`config.mk`:
```
export PLATFORM = sky130hd
export DESIGN_NAME = exec_datapath_p
export DESIGN_NICKNAME = d
export VERILOG_FILES = /design/src/rtl/exec_datapath_p.sv
export SDC_FILE = /design/constraint.sdc
export NUM_CORES = 1
export LEC_CHECK = 0
export CAP_MARGIN = 10
export CELL_PAD_IN_SITES_DETAIL_PLACEMENT = 1
export CELL_PAD_IN_SITES_GLOBAL_PLACEMENT = 1
export CORE_MARGIN = 4
export CORE_UTILIZATION = 45
export DETAILED_ROUTE_END_ITERATION = 10
export PLACE_DENSITY_LB_ADDON = 0.1
export SLEW_MARGIN = 40
export SYNTH_ARGS = -nofsm -noshare
export SYNTH_HDL_FRONTEND = slang
export SYNTH_SLANG_ARGS = --single-unit
```
`constraint.sdc`:
```
create_clock -name clk_i -period 8.9 [get_ports clk_i]
set_input_delay 1.78 -clock clk_i [delete_from_list [all_inputs] [get_ports clk_i]]
set_output_delay 1.78 -clock clk_i [all_outputs]
set_load 0.1 [all_outputs]
```
`src/rtl/exec_datapath_p.sv`:
```
// Execute-stage datapath: register file, 16-op ALU, carry/zero flags with an interrupt shadow copy.
// Define EXEC_DATAPATH_MUL_EN to build the iterative multiplier, HI register, busy_o and done_o.
module exec_datapath_p #(
    parameter int DATA_W = 8,
    parameter int NREG   = 8,
    localparam int SEL_W = $clog2(NREG)
) (
    input  logic              clk_i,
    input  logic              rst_i,
    input  logic              clk_en_i,
    input  logic              reg_wrt_i,
    input  logic              flag_we_i,
    input  logic [SEL_W-1:0]  rs_sel_i,
    input  logic [SEL_W-1:0]  rs2_sel_i,
    input  logic [SEL_W-1:0]  rd_sel_i,
    input  logic [DATA_W-1:0] immed_i,
    input  logic              op2_sel_i,
    input  logic [3:0]        alu_op_i,
    input  logic [1:0]        reg_mux_i,
    input  logic [DATA_W-1:0] data_dat_i,
    input  logic [DATA_W-1:0] port_dat_i,
    input  logic              flag_save_i,
    input  logic              flag_rest_i,
    output logic [DATA_W-1:0] rs_o,
    output logic [DATA_W-1:0] res_o,
    output logic              carry_o,
    output logic              zero_o,
    output logic              busy_o,
    output logic              done_o
);
    localparam int SH_W = $clog2(DATA_W);

    logic [DATA_W-1:0]   regs [NREG];
    logic [DATA_W-1:0]   op2, alu_res, wb_dat, hi_q, mul_lo, mul_hi;
    logic [SEL_W-1:0]    mul_rd;
    logic                alu_c, carry_q, zero_q, carry_sh, zero_sh;
    logic                busy, mul_fin, mul_op;
    logic [DATA_W:0]     sum;
    logic [2*DATA_W-1:0] wide;
    logic [SH_W-1:0]     sh;

    // Register 0 is never written, so it always reads zero.
    assign rs_o    = regs[rs_sel_i];
    assign op2     = op2_sel_i ? regs[rs2_sel_i] : immed_i;
    assign sh      = immed_i[SH_W-1:0];
    assign res_o   = alu_res;
    assign carry_o = carry_q;
    assign zero_o  = zero_q;

    always_comb begin
        alu_res = '0;
        alu_c   = 1'b0;
        sum     = '0;
        wide    = '0;
        case (alu_op_i)
            4'd0: begin
                sum = {1'b0, rs_o} + {1'b0, op2};
                alu_res = sum[DATA_W-1:0];
                alu_c   = sum[DATA_W];
            end
            4'd1: begin
                sum = {1'b0, rs_o} + {1'b0, op2} + {{DATA_W{1'b0}}, carry_q};
                alu_res = sum[DATA_W-1:0];
                alu_c   = sum[DATA_W];
            end
            // Subtraction wraps in DATA_W+1 bits, so the top bit is the borrow.
            4'd2: begin
                sum = {1'b0, rs_o} - {1'b0, op2};
                alu_res = sum[DATA_W-1:0];
                alu_c   = sum[DATA_W];
            end
            4'd3: begin
                sum = {1'b0, rs_o} - {1'b0, op2} - {{DATA_W{1'b0}}, carry_q};
                alu_res = sum[DATA_W-1:0];
                alu_c   = sum[DATA_W];
            end
            4'd4: alu_res = rs_o & op2;
            4'd5: alu_res = rs_o | op2;
            4'd6: alu_res = rs_o ^ op2;
            4'd7: alu_res = rs_o & ~op2;
            4'd8: begin
                wide    = {{DATA_W{1'b0}}, rs_o} << sh;
                alu_res = wide[DATA_W-1:0];
                alu_c   = wide[DATA_W];
            end
            4'd9: begin
                wide    = {rs_o, {DATA_W{1'b0}}} >> sh;
                alu_res = wide[2*DATA_W-1:DATA_W];
                alu_c   = wide[DATA_W-1];
            end
            // Rotates: the last bit out lands at the opposite end of the result.
            4'd10: begin
                wide    = {rs_o, rs_o} << sh;
                alu_res = wide[2*DATA_W-1:DATA_W];
                alu_c   = (sh != '0) && wide[DATA_W];
            end
            4'd11: begin
                wide    = {rs_o, rs_o} >> sh;
                alu_res = wide[DATA_W-1:0];
                alu_c   = (sh != '0) && wide[DATA_W-1];
            end
            default: alu_res = '0;
        endcase
    end

    always_comb begin
        wb_dat = alu_res;
        case (reg_mux_i)
            2'b01:   wb_dat = data_dat_i;
            2'b10:   wb_dat = port_dat_i;
            2'b11:   wb_dat = hi_q;
            default: wb_dat = alu_res;
        endcase
    end

    always_ff @(posedge clk_i or negedge rst_i) begin
        if (!rst_i) begin
            for (int i = 0; i < NREG; i++) regs[i] <= '0;
        end else if (clk_en_i) begin
            if (mul_fin && mul_rd != '0)
                regs[mul_rd] <= mul_lo;
            else if (reg_wrt_i && !busy && !mul_op && rd_sel_i != '0)
                regs[rd_sel_i] <= wb_dat;
        end
    end

    // Restore beats a multiply completion, which beats an ordinary flag update.
    always_ff @(posedge clk_i or negedge rst_i) begin
        if (!rst_i) begin
            carry_q  <= 1'b0;
            zero_q   <= 1'b0;
            carry_sh <= 1'b0;
            zero_sh  <= 1'b0;
        end else if (clk_en_i) begin
            if (flag_save_i) begin
                carry_sh <= carry_q;
                zero_sh  <= zero_q;
            end
            if (flag_rest_i) begin
                carry_q <= carry_sh;
                zero_q  <= zero_sh;
            end else if (mul_fin) begin
                carry_q <= |mul_hi;
                zero_q  <= ~|mul_lo;
            end else if (flag_we_i) begin
                carry_q <= alu_c;
                zero_q  <= ~|alu_res;
            end
        end
    end

`ifdef EXEC_DATAPATH_MUL_EN
    localparam int CNT_W = $clog2(DATA_W);
    localparam logic [CNT_W-1:0] LAST = CNT_W'(DATA_W - 1);

    logic [DATA_W-1:0] mcand, prod_hi, prod_lo;
    logic [CNT_W-1:0]  cnt;
    logic [DATA_W:0]   acc_sum;

    // {prod_hi, prod_lo} starts as {0, multiplier}; each step adds and shifts right one bit.
    assign mul_op  = (alu_op_i == 4'd12);
    assign acc_sum = {1'b0, prod_hi} + (prod_lo[0] ? {1'b0, mcand} : '0);
    assign mul_hi  = acc_sum[DATA_W:1];
    assign mul_lo  = {acc_sum[0], prod_lo[DATA_W-1:1]};
    assign mul_fin = busy && (cnt == LAST);
    assign busy_o  = busy;
    assign done_o  = mul_fin;

    always_ff @(posedge clk_i or negedge rst_i) begin
        if (!rst_i) begin
            busy    <= 1'b0;
            cnt     <= '0;
            mcand   <= '0;
            prod_hi <= '0;
            prod_lo <= '0;
            hi_q    <= '0;
            mul_rd  <= '0;
        end else if (clk_en_i) begin
            if (reg_wrt_i && mul_op && !busy) begin
                busy    <= 1'b1;
                cnt     <= '0;
                mcand   <= rs_o;
                prod_hi <= '0;
                prod_lo <= op2;
                mul_rd  <= rd_sel_i;
            end else if (busy) begin
                prod_hi <= mul_hi;
                prod_lo <= mul_lo;
                cnt     <= cnt + CNT_W'(1);
                if (cnt == LAST) begin
                    busy <= 1'b0;
                    hi_q <= mul_hi;
                end
            end
        end
    end
`else
    assign mul_op  = 1'b0;
    assign mul_fin = 1'b0;
    assign mul_lo  = '0;
    assign mul_hi  = '0;
    assign mul_rd  = '0;
    assign hi_q    = '0;
    assign busy    = 1'b0;
    assign busy_o  = 1'b0;
    assign done_o  = 1'b0;
`endif

endmodule

```
### Yosys cells after proc, flatten, opt, wreduce, memory -nomap -nowiden

Index checks and enable logic that the tools add are counted.

| word-level totals | value |
|---|---|
| flip-flop bits (word level) | 68 |
| input bits | 47 |

| cells by class | value |
|---|---|
| $add $sub $neg | 4 |
| $lt $le $gt $ge | 4 |
| eq/ne operators | 14 |
| shift-type cells | 4 |
| multiplexer cells | 17 |
| bitwise gates (word level) | 8 |
| reduce and logical (&&, ||, !) cells | 13 |

Operators with widths:

| cell | number |
|---|---|
| case mux 8 bit (12 select lines) | 1 |
| bitwise mux 64 bit | 1 |
| binary-select mux 8 bit (select 3 bit) | 2 |
| 2-to-1 mux 8 bit | 6 |
| demux 8 bit (select 3 bit) | 1 |
| case mux 8 bit (3 select lines) | 1 |
| AND 8 bit | 2 |
| equality test 4 x 3 -> 1 bit, second input constant | 4 |
| equality test 4 bit, second input constant | 4 |
| left shift 16 x 3 -> 16 bit | 1 |
| right shift 16 x 3 -> 16 bit | 1 |
| right shift 16 x 3 -> 8 bit | 1 |
| >= comparator 4 bit, second input constant | 3 |
| NOT 3 -> 4 bit | 3 |
| adder 8 x 8 -> 9 bit | 1 |
| adder 9 x 1 -> 9 bit | 1 |
| left shift 8 x 3 -> 9 bit | 1 |
| subtractor 8 x 8 -> 9 bit | 1 |
| subtractor 9 x 1 -> 9 bit | 1 |
| equality test 4 x 2 -> 1 bit, second input constant | 2 |
| NOT 8 bit | 1 |
| bitwise OR 8 bit | 1 |
| case mux 1 bit (8 select lines) | 1 |
| OR reduction 8 bit | 1 |
| other kinds (12) | 22 |

### Depth between registers and ports, before layout

Gate-level depths: netlist of the first run.

| depth | value |
|---|---|
| depth after elaboration | 12 |
| mapped depth | 19 |

### Worst setup path after synthesis of the first run

Ideal clock, no wire load.

| timing | value |
|---|---|
| kind | input -> output |
| from | in rs2_sel_i[1] |
| to | out res_o[7] |
| data arrival time | 6215 ps |
| setup slack | 905 ps |
| cell stages on the path | 14 |
| buffers on the path | 2 |
| path through | clkbuf_1 -> buf_2 -> mux4_2 -> mux2_2 -> mux2i_1 -> inv_1 -> fa_1 -> a211oi_1 -> o31ai_1 -> a221oi_1 -> nand4_1 -> and3_1 -> o21ai_0 -> nand4_1 |

| on the way | value |
|---|---|
| cells in the longest elaborated chain, start to end | 8 |
| elaborated cells between the ends (all ways) | 15 |
| those cells by class | add/sub: 4; mux: 5; bitwise: 6 |

RTL lines:

| item | RTL line | RTL |
|---|---|---|
| from (decl) | 14 | `input logic [SEL_W-1:0] rs2_sel_i,` |
| NOT 3 -> 4 bit (implied by the code) * | 44 | `assign op2 = op2_sel_i ? regs[rs2_sel_i] : immed_i;` |
| binary-select mux 8 bit (select 3 bit) * | 44 |  |
| 2-to-1 mux 8 bit (implied by the code) * (2 in series) | 44 |  |
| 2-to-1 mux 8 bit * | 44 |  |
| subtractor 8 x 8 -> 9 bit, or another cell as far along | 68, 73 |  |
| subtractor 9 x 1 -> 9 bit, or another cell as far along | 73 | `sum = {1'b0, rs_o} - {1'b0, op2} - {{DATA_W{1'b0}}, carry_q};` |
| case mux 8 bit (12 select lines) * | 55 | `case (alu_op_i)` |
| to (decl) | 25 | `output logic [DATA_W-1:0] res_o,` |

Mark *: on every way between the ends. The rest lies on a longest branch, timed or not. The select of a mux whose other input is x is not followed.

### Final worst setup path of the first run

Same ends and word-level chain as after synthesis.

==> flow_summary.ini, run 1 <==
[layout]
final_layout_size_suffix_gt1_frac = 0.189
syn2layout_area_growth_pct = 17.5
finish.net_count = 894
area_of_all_placed_cells_without_fillers_sq_um = 7750
insertedDiodeCount = 0
nFillCells = 1659

[detailed_routing]
detail_route.wirelength_microns = 26900
via_count = 6757
drt_iter0_markers = 600
ant_nets = 0
drc = 0
routed_wire_length_per_instance_microns = 26.9
drt_pass1_iterations = 5
vias_per_std_cell = 6.76

[floorplanning]
die_area_sq_um = 16700
floorplan.die.height_microns = 129
core_region_area_sq_um = 14100
io_pins = 67
total_number_of_placement_rows = 43
initial_utilization = 0.468
floorplan.die.width_microns = 129

[hold_path]
type_of_the_most_critical_hold_path = flop to flop
hold_path_depth = 0
holdCritStartpoint = regs[61]
hold_end = regs[61]

[timing]
report.final.setup_viol = 0
rsz0062_at_grt = false
maxSlewHeadroom = 0.395
tns_ps = 0
period_minus_slack_ps = 8300
tightestPinTransition_ps = 884
timing.fmax_ghz = 0.120
drv_slew = 0
hold_violation_count_in_the_final_report = 0
fin_clk_skew_ps = 7.05
layout_worst_path_cycle_share = 0.932

[clock_network]
cts.root.buffer_cell = sky130_fd_sc_hd__clkbuf_16
ctsLongestPathBuffers = 2
clock_sink_count = 68
cts-htree-levels = 3
cts_resized = 0
cts_tree = built
cts_made_buffers = 9
cts_setup_buffers = 0
post_cts_hold_buffer_count = 0
clock_pin_slew_on_the_worst_setup_and_hold_paths_ps = 50
clock_latency_ps = 330

[placement]
gp_congestion = 0.946
placement.cell_area_sq_um = 7500
port-buffer-count = 64
post-dp-hpwl_microns = 20400

[power]
fin_total_pwr_mw = 1.82
power_density_nw_per_um2 = 235
cellLeakagePower_nw = 3.24
irDropWorstVdd_v = 0.000173

[grt]
global_route_wire_length_before_repair_microns = 41800
initial_antenna_violation_count = 0
grt.overflow.total = 0
first_global_vias = 7167
globalRouteTotalUtil = 0.328
grt_max_degree = 69

[synthesis]
yosysWarnings = 0
synthesis.area_per_instance_sq_um = 8.68
yosys.cell_count.top_type = sky130_fd_sc_hd__nor2_1
post_synth_and_or_nand_nor_area_fraction = 0.186
synth_async_sr_flop_share = 1.00
yosys.area.top_type_share = 0.258
synthMuxAreaShare = 0.183
netlist.top_cell.by_area = sky130_fd_sc_hd__dfrtp_1
post_synth_most_frequent_cells = sky130_fd_sc_hd__nor2_1 (92), sky130_fd_sc_hd__dfrtp_1 (68), sky130_fd_sc_hd__nand2_1 (52)
synth_compound_area_frac = 0.229
ys_ff_latch = 68
ys.flop_type = sky130_fd_sc_hd__dfrtp_1
synthesis.area_sq_um = 6600
synth_edf_count = 0
synthesized_netlist_cell_count = 760
synth_cell_types = 78
synth.top_cells.by_area = sky130_fd_sc_hd__dfrtp_1 (26%), sky130_fd_sc_hd__mux4_2 (9.2%), sky130_fd_sc_hd__ha_1 (5.3%)
arithmetic_cell_share_of_the_synthesized_area_counting_full_adders_half_adders_and_majority_gates = 0.0592
sequential_cell_area_fraction_in_the_yosys_report = 0.258
synth_xor_area_frac = 0.0279
largest_family_of_logic_cells_by_synthesized_area = compound AO/OA/AOI/OAI gates

[critical_path]
worstSetupEndpointType = output port
r2r_cells = 14
start_kind = primary input
cp_slowest_cell = sky130_fd_sc_hd__clkdlybuf4s50_1
r2r_end = regs[22]
worst_path_largest_cell_delay_ps = 890
critical-path-top-delay-family = compound AO/OA/AOI/OAI gates
timing_worst_setup_path_type = primary input to output port
regToRegSetupSlack_ps = 3830
r2r_start = regs[0]
critical_path.max_fanout = 9
worst_path_most_repeated_cell = sky130_fd_sc_hd__nand4_1
crit_arrival_ps = 6520
critical_path.cell_chain = clkdlybuf4s50_1 -> mux4_2 -> mux2i_1 -> a21oi_1 -> ha_1 -> fa_1 -> a211oi_1 -> o31ai_1 -> a221oi_1 -> nand4_1 -> and3_1 -> o21ai_0 -> nand4_1 -> buf_12
critical_path_required_ps = 7120
worstPathBufferInverterCount = 2

[run_status]
outcome = complete, no violations

[run]
max-cap-violations = 0
-- per-stage QoR --
step	hold WS [ps]	setup slack [ps]	instances	utilization
final	395	601	999	0.550
after global routing	411	205	999	0.550
after CTS	399	643	999	0.550
after detailed placement	385	710	986	0.532
after global placement	377	795	986	0.535
after floorplan	441	905	761	-
-- worst max-delay path by stage --
| stage | from | to | slack [ps] | cells after the start |
|---|---|---|---|---|
| 3_3_place_gp | rs2_sel_i[1] | res_o[7] | 790 | 15 |
| 4_1_cts | rs2_sel_i[1] | res_o[7] | 640 | 14 |
| 5_1_grt | rs2_sel_i[1] | res_o[7] | 200 | 14 |
| 6_report | rs2_sel_i[1] | res_o[7] | 600 | 14 |
| 3_5_place_dp | rs2_sel_i[1] | res_o[7] | 710 | 15 |
| 2_1_floorplan | rs2_sel_i[1] | res_o[7] | 900 | 14 |
-- placed cells by master (no fill, tap or decap), drive strengths merged, types with 28 or more instances in the layout --
cell type / Yosys / routed
nor2: 93 / 93
dfrtp: 68 / 68
buf: 14 / 55
nand2: 52 / 52
clkdlybuf4s50: 0 / 44
a21oi: 39 / 39
inv: 36 / 36
a31oi: 35 / 35
o21ai: 30 / 30
mux2i: 29 / 29
ha: 28 / 28
-- layout make-up --
cell class                 instances  area [sq um]  share of cell area
multi-input combinational        603          4540               0.586
sequential                        68          1700               0.219
timing repair buffer              99           902               0.116
clock buffer                       9           225              0.0291
tap                              180           225              0.0291
inverter                          36           138              0.0178
clock inverter                     4          20.0             0.00258
-- power by group --
part           internal [mW]  switching, mW
Sequential             0.376         0.0643
Clock                  0.181          0.125
Combinational          0.389          0.685
Total                  0.947          0.874
-- state kept, by name, summed over array words and instances, names as in the netlist --
register,flops
regs,64
zero_o,1
carry_o,1
carry_sh,1
zero_sh,1
-- cells by family after synthesis --
kind of cell / Yosys count
simple gates: 253
fa+ha+maj: 30
other cells: 1
flops: 68
xor+xnor: 21
compound gates: 217
buf+inv: 90
mux: 80
-- per-layer routing --
metal	part of all wire	GRT usage	vias up
met5	0	0	-
met4	0.050	0.163	0
met3	0.067	0.0519	83
met2	0.49	0.554	336
met1	0.39	0.409	3369
li1	-	-	2969
-- worst register-to-register path, stage by stage (launching register included) --
cell                        delay, ps
sky130_fd_sc_hd__dfrtp_1          410
sky130_fd_sc_hd__mux4_2           500
sky130_fd_sc_hd__mux2i_1          230
sky130_fd_sc_hd__a21oi_1          230
sky130_fd_sc_hd__ha_1             320
sky130_fd_sc_hd__fa_1             410
sky130_fd_sc_hd__a211oi_1         350
sky130_fd_sc_hd__o31ai_1          130
sky130_fd_sc_hd__a221oi_1         410
sky130_fd_sc_hd__buf_4            200
sky130_fd_sc_hd__xor2_1           150
sky130_fd_sc_hd__o211ai_1         150
sky130_fd_sc_hd__a2111oi_0        730
sky130_fd_sc_hd__o31ai_1          370
sky130_fd_sc_hd__mux2_2           370
Note: power is estimated with default switching activity, not from simulation.
==> run 2: changes to the inputs <==
--- a/config.mk
+++ b/config.mk
@@ -8,7 +8,7 @@
 export CAP_MARGIN = 10
 export CELL_PAD_IN_SITES_DETAIL_PLACEMENT = 1
 export CELL_PAD_IN_SITES_GLOBAL_PLACEMENT = 1
-export CORE_MARGIN = 4
+export CORE_MARGIN = 10
 export CORE_UTILIZATION = 45
 export DETAILED_ROUTE_END_ITERATION = 10
 export PLACE_DENSITY_LB_ADDON = 0.1
==> run 2 against run 1 <==
Utilization down 1.3 points. Final area down 0.18%. Register-to-register slack worse by 30 ps. Clock skew decreased by 1.6 ps. Count of clock-buffer cells in the layout rose by 2. Via count grew 0.93%. Critical path type unchanged. Critical endpoint is now res_o[4]. Largest power group unchanged.
==> flow_summary.ini, run 2 (synthesis results as in run 1) <==
[run_status]
outcome = complete, no violations

[layout]
instances_no_fill = 998
area_of_all_placed_cells_without_fillers_sq_um = 7740
insertedDiodeCount = 0
final_cell_mix = sky130_fd_sc_hd__nor2_1 (91), sky130_fd_sc_hd__dfrtp_1 (68), sky130_fd_sc_hd__nand2_1 (52)
finish.net_count = 887
syn2layout_area_growth_pct = 17.3
final_layout_size_suffix_gt1_frac = 0.183
utilization = 0.537
largest_reg_flops = 64
layout.cells.most_common = sky130_fd_sc_hd__nor2_1
largest-register = regs

[critical_path]
regToRegSetupSlack_ps = 3800
worstSetupEndpoint = res_o[4]
crit_arrival_ps = 6710
worstSetupEndpointType = output port
crit_path_start = rs2_sel_i[1]
r2r_end = zero_o
r2r_cells = 17
critical_path.max_fanout = 7
r2r_start = regs[1]
start_kind = primary input
timing_worst_setup_path_type = primary input to output port
critical_path_required_ps = 7120

[floorplanning]
floorplan.die.height_microns = 141
io_pins = 67
core_region_area_sq_um = 14400
total_number_of_placement_rows = 44
die_area_sq_um = 19900
floorplan.die.width_microns = 141
initial_utilization = 0.457

[clock_network]
cts_tree = built
ctsLongestPathBuffers = 2
cts_made_buffers = 9
clock_latency_ps = 340
clock_pin_slew_on_the_worst_setup_and_hold_paths_ps = 50
cts_setup_buffers = 0
cts-htree-levels = 3
cts_resized = 0
cts.root.buffer_cell = sky130_fd_sc_hd__clkbuf_16
clock_sink_count = 68
post_cts_hold_buffer_count = 0

[hold_path]
type_of_the_most_critical_hold_path = flop to flop

[grt]
global_route_wire_length_before_repair_microns = 43300
first_global_vias = 7139
globalRouteTotalUtil = 0.276
grt.overflow.total = 0
initial_antenna_violation_count = 0
grt_max_degree = 69

[power]
total_switching_power_mw = 0.881
cellLeakagePower_nw = 3.22
netSwitchingFraction = 0.481
p_comb_frac = 0.577
clkPwrFrac = 0.181
p_int_mw = 0.952
p_seq_frac = 0.241
irDropWorstVdd_v = 0.000180
power_density_nw_per_um2 = 237
fin_total_pwr_mw = 1.83

[detailed_routing]
via_count = 6820
detail_route.wirelength_microns = 27900
vias_per_std_cell = 6.83
drt_pass1_iterations = 5
drc = 0
routed_wire_length_per_instance_microns = 28.0
drt_iter0_markers = 678
ant_nets = 0

[timing]
timing.fmax_ghz = 0.118
layout_worst_path_cycle_share = 0.954
maxSlewHeadroom = 0.405
period_minus_slack_ps = 8490
tns_ps = 0
rsz0062_at_grt = false
fin_clk_skew_ps = 5.42
report.final.setup_viol = 0
drv_slew = 0
tightestPinTransition_ps = 890
final.hold.worst_slack_ps = 406
hold_violation_count_in_the_final_report = 0
setup_ws_ps = 409

[placement]
port-buffer-count = 64
post-place-ws_ps = 515
post-dp-hpwl_microns = 21200
place.detailed.instances = 983
gp_congestion = 0.997
placement.cell_area_sq_um = 7460

[run]
max-cap-violations = 0
## run 2: routing by layer
metal / vias to the layer above / wire length, microns / track usage
met1: 3445 / 11100 / 0.334
met3: 81 / 1830 / 0.0501
met5: - / 0 / 0
met4: 0 / 1440 / 0.145
li1: 2967 / - / -
met2: 327 / 13500 / 0.455
## run 2: cell type report
type                    instances  area (sq um)
clock buffers                  11           253
inverters                      36           138
clock inverters                 4          25.0
fillers                      1683          6690
multi-input cells             603          4540
well taps                     184           230
flip-flops and latches         68          1700
repair buffers                 92           850
## run 2: power groups by stage
stage                     Combinational (mW)  Clock, mW  Sequential [mW]
final                                   1.06      0.332            0.442
after global routing                    1.13      0.349            0.448
after CTS                               1.04      0.334            0.439
after detailed placement                1.03          0            0.442
after global placement                  1.01          0            0.432
after floorplan                        0.715          0            0.422
## run 2: how the worst min path moves through the flow
| stage | startpoint | to | slack, ps | cells after the start |
|---|---|---|---|---|
| 2_1_floorplan | regs[56] | regs[56] | 440 | 1 |
| 3_3_place_gp | regs[59] | regs[59] | 380 | 0 |
| 3_5_place_dp | regs[61] | regs[61] | 390 | 0 |
| 4_1_cts | regs[60] | regs[60] | 400 | 0 |
| 5_1_grt | regs[63] | regs[63] | 410 | 0 |
| 6_report | regs[62] | regs[62] | 410 | 0 |
## run 2: worst max-delay path, stage by stage
cell and delay, ps:
sky130_fd_sc_hd__clkdlybuf4s50_1 830, sky130_fd_sc_hd__mux4_2 590, sky130_fd_sc_hd__mux2_2 300, sky130_fd_sc_hd__mux2i_1 240, sky130_fd_sc_hd__buf_4 200, sky130_fd_sc_hd__inv_1 100, sky130_fd_sc_hd__fa_1 450, sky130_fd_sc_hd__xor2_1 360
sky130_fd_sc_hd__nand2_1 170, sky130_fd_sc_hd__o311ai_0 340, sky130_fd_sc_hd__a21oi_1 150, sky130_fd_sc_hd__a2111oi_0 530, sky130_fd_sc_hd__buf_4 230, sky130_fd_sc_hd__o211ai_1 190, sky130_fd_sc_hd__buf_12 240
